**src/rtl/tdm_pkg.sv**
```systemverilog
// Shared types and constants for the 4-slot TDM demultiplexer.
package tdm_pkg;

    localparam int NUM_SLOTS = 4;
    localparam int ERRCNT_W  = 8;

    typedef logic [1:0] slot_t;

    typedef enum logic {
        HUNT = 1'b0,
        RUN  = 1'b1
    } state_t;

    // Saturating increment: holds at all-ones instead of wrapping.
    function automatic logic [ERRCNT_W-1:0] sat_inc(input logic [ERRCNT_W-1:0] v);
        return (v == {ERRCNT_W{1'b1}}) ? v : v + 1'b1;
    endfunction

endpackage

```
**src/rtl/tdm_slot_counter.sv**
```systemverilog
// Modulo-4 slot counter. 'load0' means the current beat is taken as slot 0,
// so the counter moves straight to 1; 'en' advances by one and wraps 3 -> 0.
module tdm_slot_counter
    import tdm_pkg::*;
(
    input  logic  clk,
    input  logic  rst,
    input  logic  en,
    input  logic  load0,
    output slot_t slot,
    output logic  last
);

    // Slot register: load0 has priority over a plain advance.
    always_ff @(posedge clk) begin
        if (rst) begin
            slot <= '0;
        end else if (load0) begin
            slot <= slot_t'(1);
        end else if (en) begin
            slot <= slot + 1'b1;
        end
    end

    assign last = (slot == slot_t'(NUM_SLOTS - 1));

endmodule

```
**src/rtl/tdm_demux_1x4.sv**
```systemverilog
// Receive end of a 4-slot TDM link: steers beats into four shadow lanes,
// tracks alignment from the slot-0 sync marker, and publishes complete
// frames on registered outputs one cycle after the last beat.
// Optional macro TDM_DEMUX_ERRCNT_EN adds a saturating sync-error counter.
module tdm_demux_1x4
    import tdm_pkg::*;
#(
    parameter int WIDTH = 1
) (
    input  logic             clk,
    input  logic             rst,
    input  logic [WIDTH-1:0] din,
    input  logic             din_valid,
    input  logic             frame_sync,
    output logic [WIDTH-1:0] d00,
    output logic [WIDTH-1:0] d01,
    output logic [WIDTH-1:0] d10,
    output logic [WIDTH-1:0] d11,
    output logic             frame_valid,
    output slot_t            slot,
    output logic             locked,
    output logic             sync_err
`ifdef TDM_DEMUX_ERRCNT_EN
    ,
    output logic [ERRCNT_W-1:0] err_count
`endif
);

    state_t           state;
    state_t           state_next;
    logic             cnt_en;
    logic             cnt_load0;
    logic             last;
    logic             wr_en;
    slot_t            wr_idx;
    logic             complete;
    logic             misalign;
    logic             pend;
    logic [WIDTH-1:0] shadow [NUM_SLOTS];

    tdm_slot_counter u_slot (
        .clk   (clk),
        .rst   (rst),
        .en    (cnt_en),
        .load0 (cnt_load0),
        .slot  (slot),
        .last  (last)
    );

    // State register.
    always_ff @(posedge clk) begin
        if (rst) begin
            state <= HUNT;
        end else begin
            state <= state_next;
        end
    end

    // Next state, shadow write steering, completion and misalignment detect.
    always_comb begin
        state_next = state;
        cnt_en     = 1'b0;
        cnt_load0  = 1'b0;
        wr_en      = 1'b0;
        wr_idx     = slot;
        complete   = 1'b0;
        misalign   = 1'b0;
        case (state)
            HUNT: begin
                if (din_valid && frame_sync) begin
                    wr_en      = 1'b1;
                    wr_idx     = '0;
                    cnt_load0  = 1'b1;
                    state_next = RUN;
                end
            end
            RUN: begin
                if (din_valid) begin
                    if (frame_sync && (slot != '0)) begin
                        // Resynchronise: this beat starts a fresh frame and
                        // the partial one is never published.
                        misalign  = 1'b1;
                        wr_en     = 1'b1;
                        wr_idx    = '0;
                        cnt_load0 = 1'b1;
                    end else begin
                        wr_en    = 1'b1;
                        cnt_en   = 1'b1;
                        complete = last;
                    end
                end
            end
            default: begin
                state_next = HUNT;
            end
        endcase
    end

    // Shadow lanes collect the frame under construction.
    always_ff @(posedge clk) begin
        if (rst) begin
            for (int i = 0; i < NUM_SLOTS; i++) begin
                shadow[i] <= '0;
            end
        end else if (wr_en) begin
            shadow[wr_idx] <= din;
        end
    end

    // Completion flag and one-cycle status pulses.
    always_ff @(posedge clk) begin
        if (rst) begin
            pend        <= 1'b0;
            frame_valid <= 1'b0;
            sync_err    <= 1'b0;
        end else begin
            pend        <= complete;
            frame_valid <= pend;
            sync_err    <= misalign;
        end
    end

    // Output lanes load the finished frame and hold between frames; a beat
    // landing in shadow lane 0 on the same edge does not disturb the copy.
    always_ff @(posedge clk) begin
        if (rst) begin
            d00 <= '0;
            d01 <= '0;
            d10 <= '0;
            d11 <= '0;
        end else if (pend) begin
            d00 <= shadow[0];
            d01 <= shadow[1];
            d10 <= shadow[2];
            d11 <= shadow[3];
        end
    end

    assign locked = (state == RUN);

`ifdef TDM_DEMUX_ERRCNT_EN
    // Saturating count of misaligned syncs, stepped with the sync_err pulse.
    always_ff @(posedge clk) begin
        if (rst) begin
            err_count <= '0;
        end else if (misalign) begin
            err_count <= sat_inc(err_count);
        end
    end
`else
    // Error counter not built in this configuration.
`endif

endmodule
```
**config.mk**
```make
export PLATFORM = sky130hd
export DESIGN_NAME = tdm_demux_1x4
export DESIGN_NICKNAME = d
export VERILOG_FILES = /design/src/rtl/tdm_pkg.sv /design/src/rtl/tdm_slot_counter.sv /design/src/rtl/tdm_demux_1x4.sv
export SDC_FILE = /design/constraint.sdc
export NUM_CORES = 1
export LEC_CHECK = 0
export BUFFER_PORTS_ARGS = -buffer_cell sky130_fd_sc_hd__buf_2
export CAP_MARGIN = 20
export CORE_AREA = 2 2 39 41
export DETAILED_ROUTE_END_ITERATION = 16
export DIE_AREA = 0 0 41 43
export PLACE_DENSITY = 0.71
export SLEW_MARGIN = 10
export SYNTH_ARGS = -nofsm -noshare
export SYNTH_HDL_FRONTEND = slang
export SYNTH_HIERARCHICAL = 1
export SYNTH_SLANG_ARGS = --single-unit
```
**constraint.sdc**
```tcl
create_clock -name clk -period 2.2 [get_ports clk]
set_input_delay 0.22 -clock clk [delete_from_list [all_inputs] [get_ports clk]]
set_output_delay 0.22 -clock clk [all_outputs]
set_load 0.1 [all_outputs]
```
==> results.md <==
- Crit path launch type: register
- Vias/cell: 5.05
- Combinational Power Share: 0.125
- Cell variety after synth: 23
- Post-Synthesis Cells: 57
- Area growth syn-to-layout: 17.8%
- Worst-path cell chain: buf_2
- Fillcell total: 128
- Residual DRC: 0
- Root buf cell: clkbuf_4
- Final Wtd Congestion: approximately 0.8
- DR iter-0 viols: 18
- Register share of total power: 0.530
- Critical Path Stages: 1
- CP peak stage delay: around 0.52 ns
- Fmax: 660 MHz
- Die width: 41 um
- Ys async rst share: 0
- Vias in the first global route: around 350
- # IOs: 14
- CTS clk-pin slew, worst paths: 0.08 ns
- Min-delay worst type: in -> reg
- Worst path required time: 1.98 ns
- Reg2reg start: u_slot/slot[1]$_SDFFE_PP0P_
- Port Buffer Count: 13
- Clk pwr share: 0.345
- Crit path from: u_slot/slot[1]$_SDFFE_PP0P_
- Post-CTS Setup Inserts: 0
- Post-Place Cells: 84
- HPWL Detailed: just under 700 um
- Max-cap violations: 0
- Sw Ratio: 0.261
- Worst-margin pin slew: 0.485 ns
- Routed Antenna Nets: 0
- Worst EP arrival: 1.30 ns
- Gr usage total: 0.132
- Slowest CP cell: dfxtp_1
- Mapped Area: 612 um2
- Std-Cell Rows: 14
- Buffers plus inverters on the worst setup path: 1
- RSZ-0062 raised after global routing: no
- Worst-case clock buffer depth: 2
- Core area: roughly 1400 um2
- P_sw: 138 uW
- Final hold violations: 0
- Largest net degree at the start of global routing: 13
- Nets: a little under 80
- Peak supply drop: 0.323 mV
- CTS tree: built
- Most common cell after layout, fill and taps aside: buf_2
- Initial core utilization: 0.442
- Most frequent cells in the layout: buf_2, dfxtp_1, nor2_1
- WS Path Type: reg -> out
- FF-to-FF path depth: 4
- Die footprint: 1760 um2
- H-tree lvl count: 1
- Routed WL: 990 um
- CP endpoint kind: output port
- Die Ht: ~43 um
- Via count: 444
- Hold Startpoint: din_valid
- Setup slack, reg-to-reg: 0.91 ns
- First-pass GRT wire length: 1510 um
- Top FF cell, synth: dfxtp_1
- Max-slew violation count: 0
- Post-route minimum period: 1.52 ns
- Cell internal pwr: approximately 390 uW
- Cell family with most CP delay: flip-flops
- Layout cells sized above 1: 0.319
- Grt ovf: 0
- Hold Path Depth: 3
- WHS Endpoint: locked$_SDFF_PP0_
- CTS sink cnt: 14
- Initial antenna violation count: 0
- Leak pwr: 0.000289 uW
- CP max FO: 9
- Ant diodes: 0
- Post-synth EDFFs: 4
- Tcrit/Tclk final: 0.689
- Hold_buf cts: 0
- Final setup viols: 0
- Sequential area share after synthesis: 0.524
- Clock latency on the worst-skew pair: 0.28 ns
- Max-slew headroom: 0.679
- Routed WL per cell: 11.3 um
- Worst Skew: 0.00156 ns
- Synthesis Warnings: 6
- Worst reg2reg path endpoint: u_slot/slot[1]$_SDFFE_PP0P_
- Post_cts resized: 0
- Power Density: 735 nW/um2
- Clock buffer count from CTS: 3
- Avg Cell Area, Syn: 10.7 um2
- Cell Count, Final, Fillers Out: 88
- Synthesis-stage register bit count: 14
- Synthesized Nets: 63
- Drt first pass iters: 4
- Outcome: complete, no violations
- Sum Neg Setup Slack: 0 ns
-- kinds of logic (layout without fill, tap and decap cells) --
family	count (synthesis)	after routing	synth area share
compound gates	9	9	0.0920
xor+xnor	1	1	0.0143
fa+ha+maj	1	1	0.0204
buf+inv	6	21	0.0450
flops	14	14	0.524
mux	5	5	0.0818
simple gates	21	21	0.223
-- metal layers --
metal,GRT usage,share of wire
met1,0.177,0.46
met2,0.175,0.45
met3,0.0471,0.066
met4,0.0800,0.022
met5,0,0
-- area by class of cell --
| type | count | area (um2) | share of cell area |
|---|---|---|---|
| Clock buffer | 4 | 36.3 | 0.0503 |
| Inverter | 4 | 15.0 | 0.0208 |
| Multi-Input combinational cell | 37 | 264 | 0.366 |
| Sequential cell | 14 | 320 | 0.444 |
| Tap cell | 16 | 20.0 | 0.0278 |
| Timing Repair Buffer | 13 | 65.1 | 0.0903 |
-- cells in the mapped netlist (2+ instances only) --
cell,n,area (um2)
dfxtp_1,10,200
nor2b_1,2,12.5
o21ai_0,2,10.0
edfxtp_1,4,120
a21oi_1,4,20.0
mux2i_1,5,50.1
nor2_1,8,30.0
inv_1,3,11.3
nor3_1,3,15.0
o21ai_1,2,10.0
nor4b_2,2,30.0
-- flip-flops by register name, summed over array words and instances, names as in the netlist --
name and flops:
sync_err 1, shadow 4, frame_valid 1, d11 1
locked 1, pend 1, d01 1, u_slot/slot 2
d00 1, d10 1
-- power groups by stage --
stage	Combinational [uW]	Clock [uW]	Sequential (uW)
3_5_place_dp	65.9	0	287
5_1_grt	71.4	199	282
3_3_place_gp	65.7	0	286
2_1_floorplan	26.9	0	311
4_1_cts	66.4	189	281
6_report	66.3	183	281
-- through the flow --
step / hold WS, ns / utilization / total power (uW) / setup WS (ns) / area, um2
floorplan: 0.289 / - / 338 / 0.345 / 612
global placement: 0.464 / 0.495 / 352 / 0.990 / 684
detailed placement: 0.473 / 0.495 / 353 / 0.931 / 684
CTS: 0.251 / 0.521 / 536 / 0.684 / 721
global route: 0.279 / 0.521 / 553 / 0.614 / 721
finish: 0.259 / 0.521 / 529 / 0.684 / 721
-- worst max path at each step --
stage | endpoint | slack (ns)
after global placement | u_slot/slot[1]$_SDFFE_PP0P_ | 0.99
after CTS | slot[0] | 0.68
after global routing | slot[0] | 0.61
final | slot[1] | 0.68
after detailed placement | u_slot/slot[1]$_SDFFE_PP0P_ | 0.93
after floorplan | shadow[1]$_SDFFCE_PN0P_ | 0.35
(Power assumes the default switching activity.)
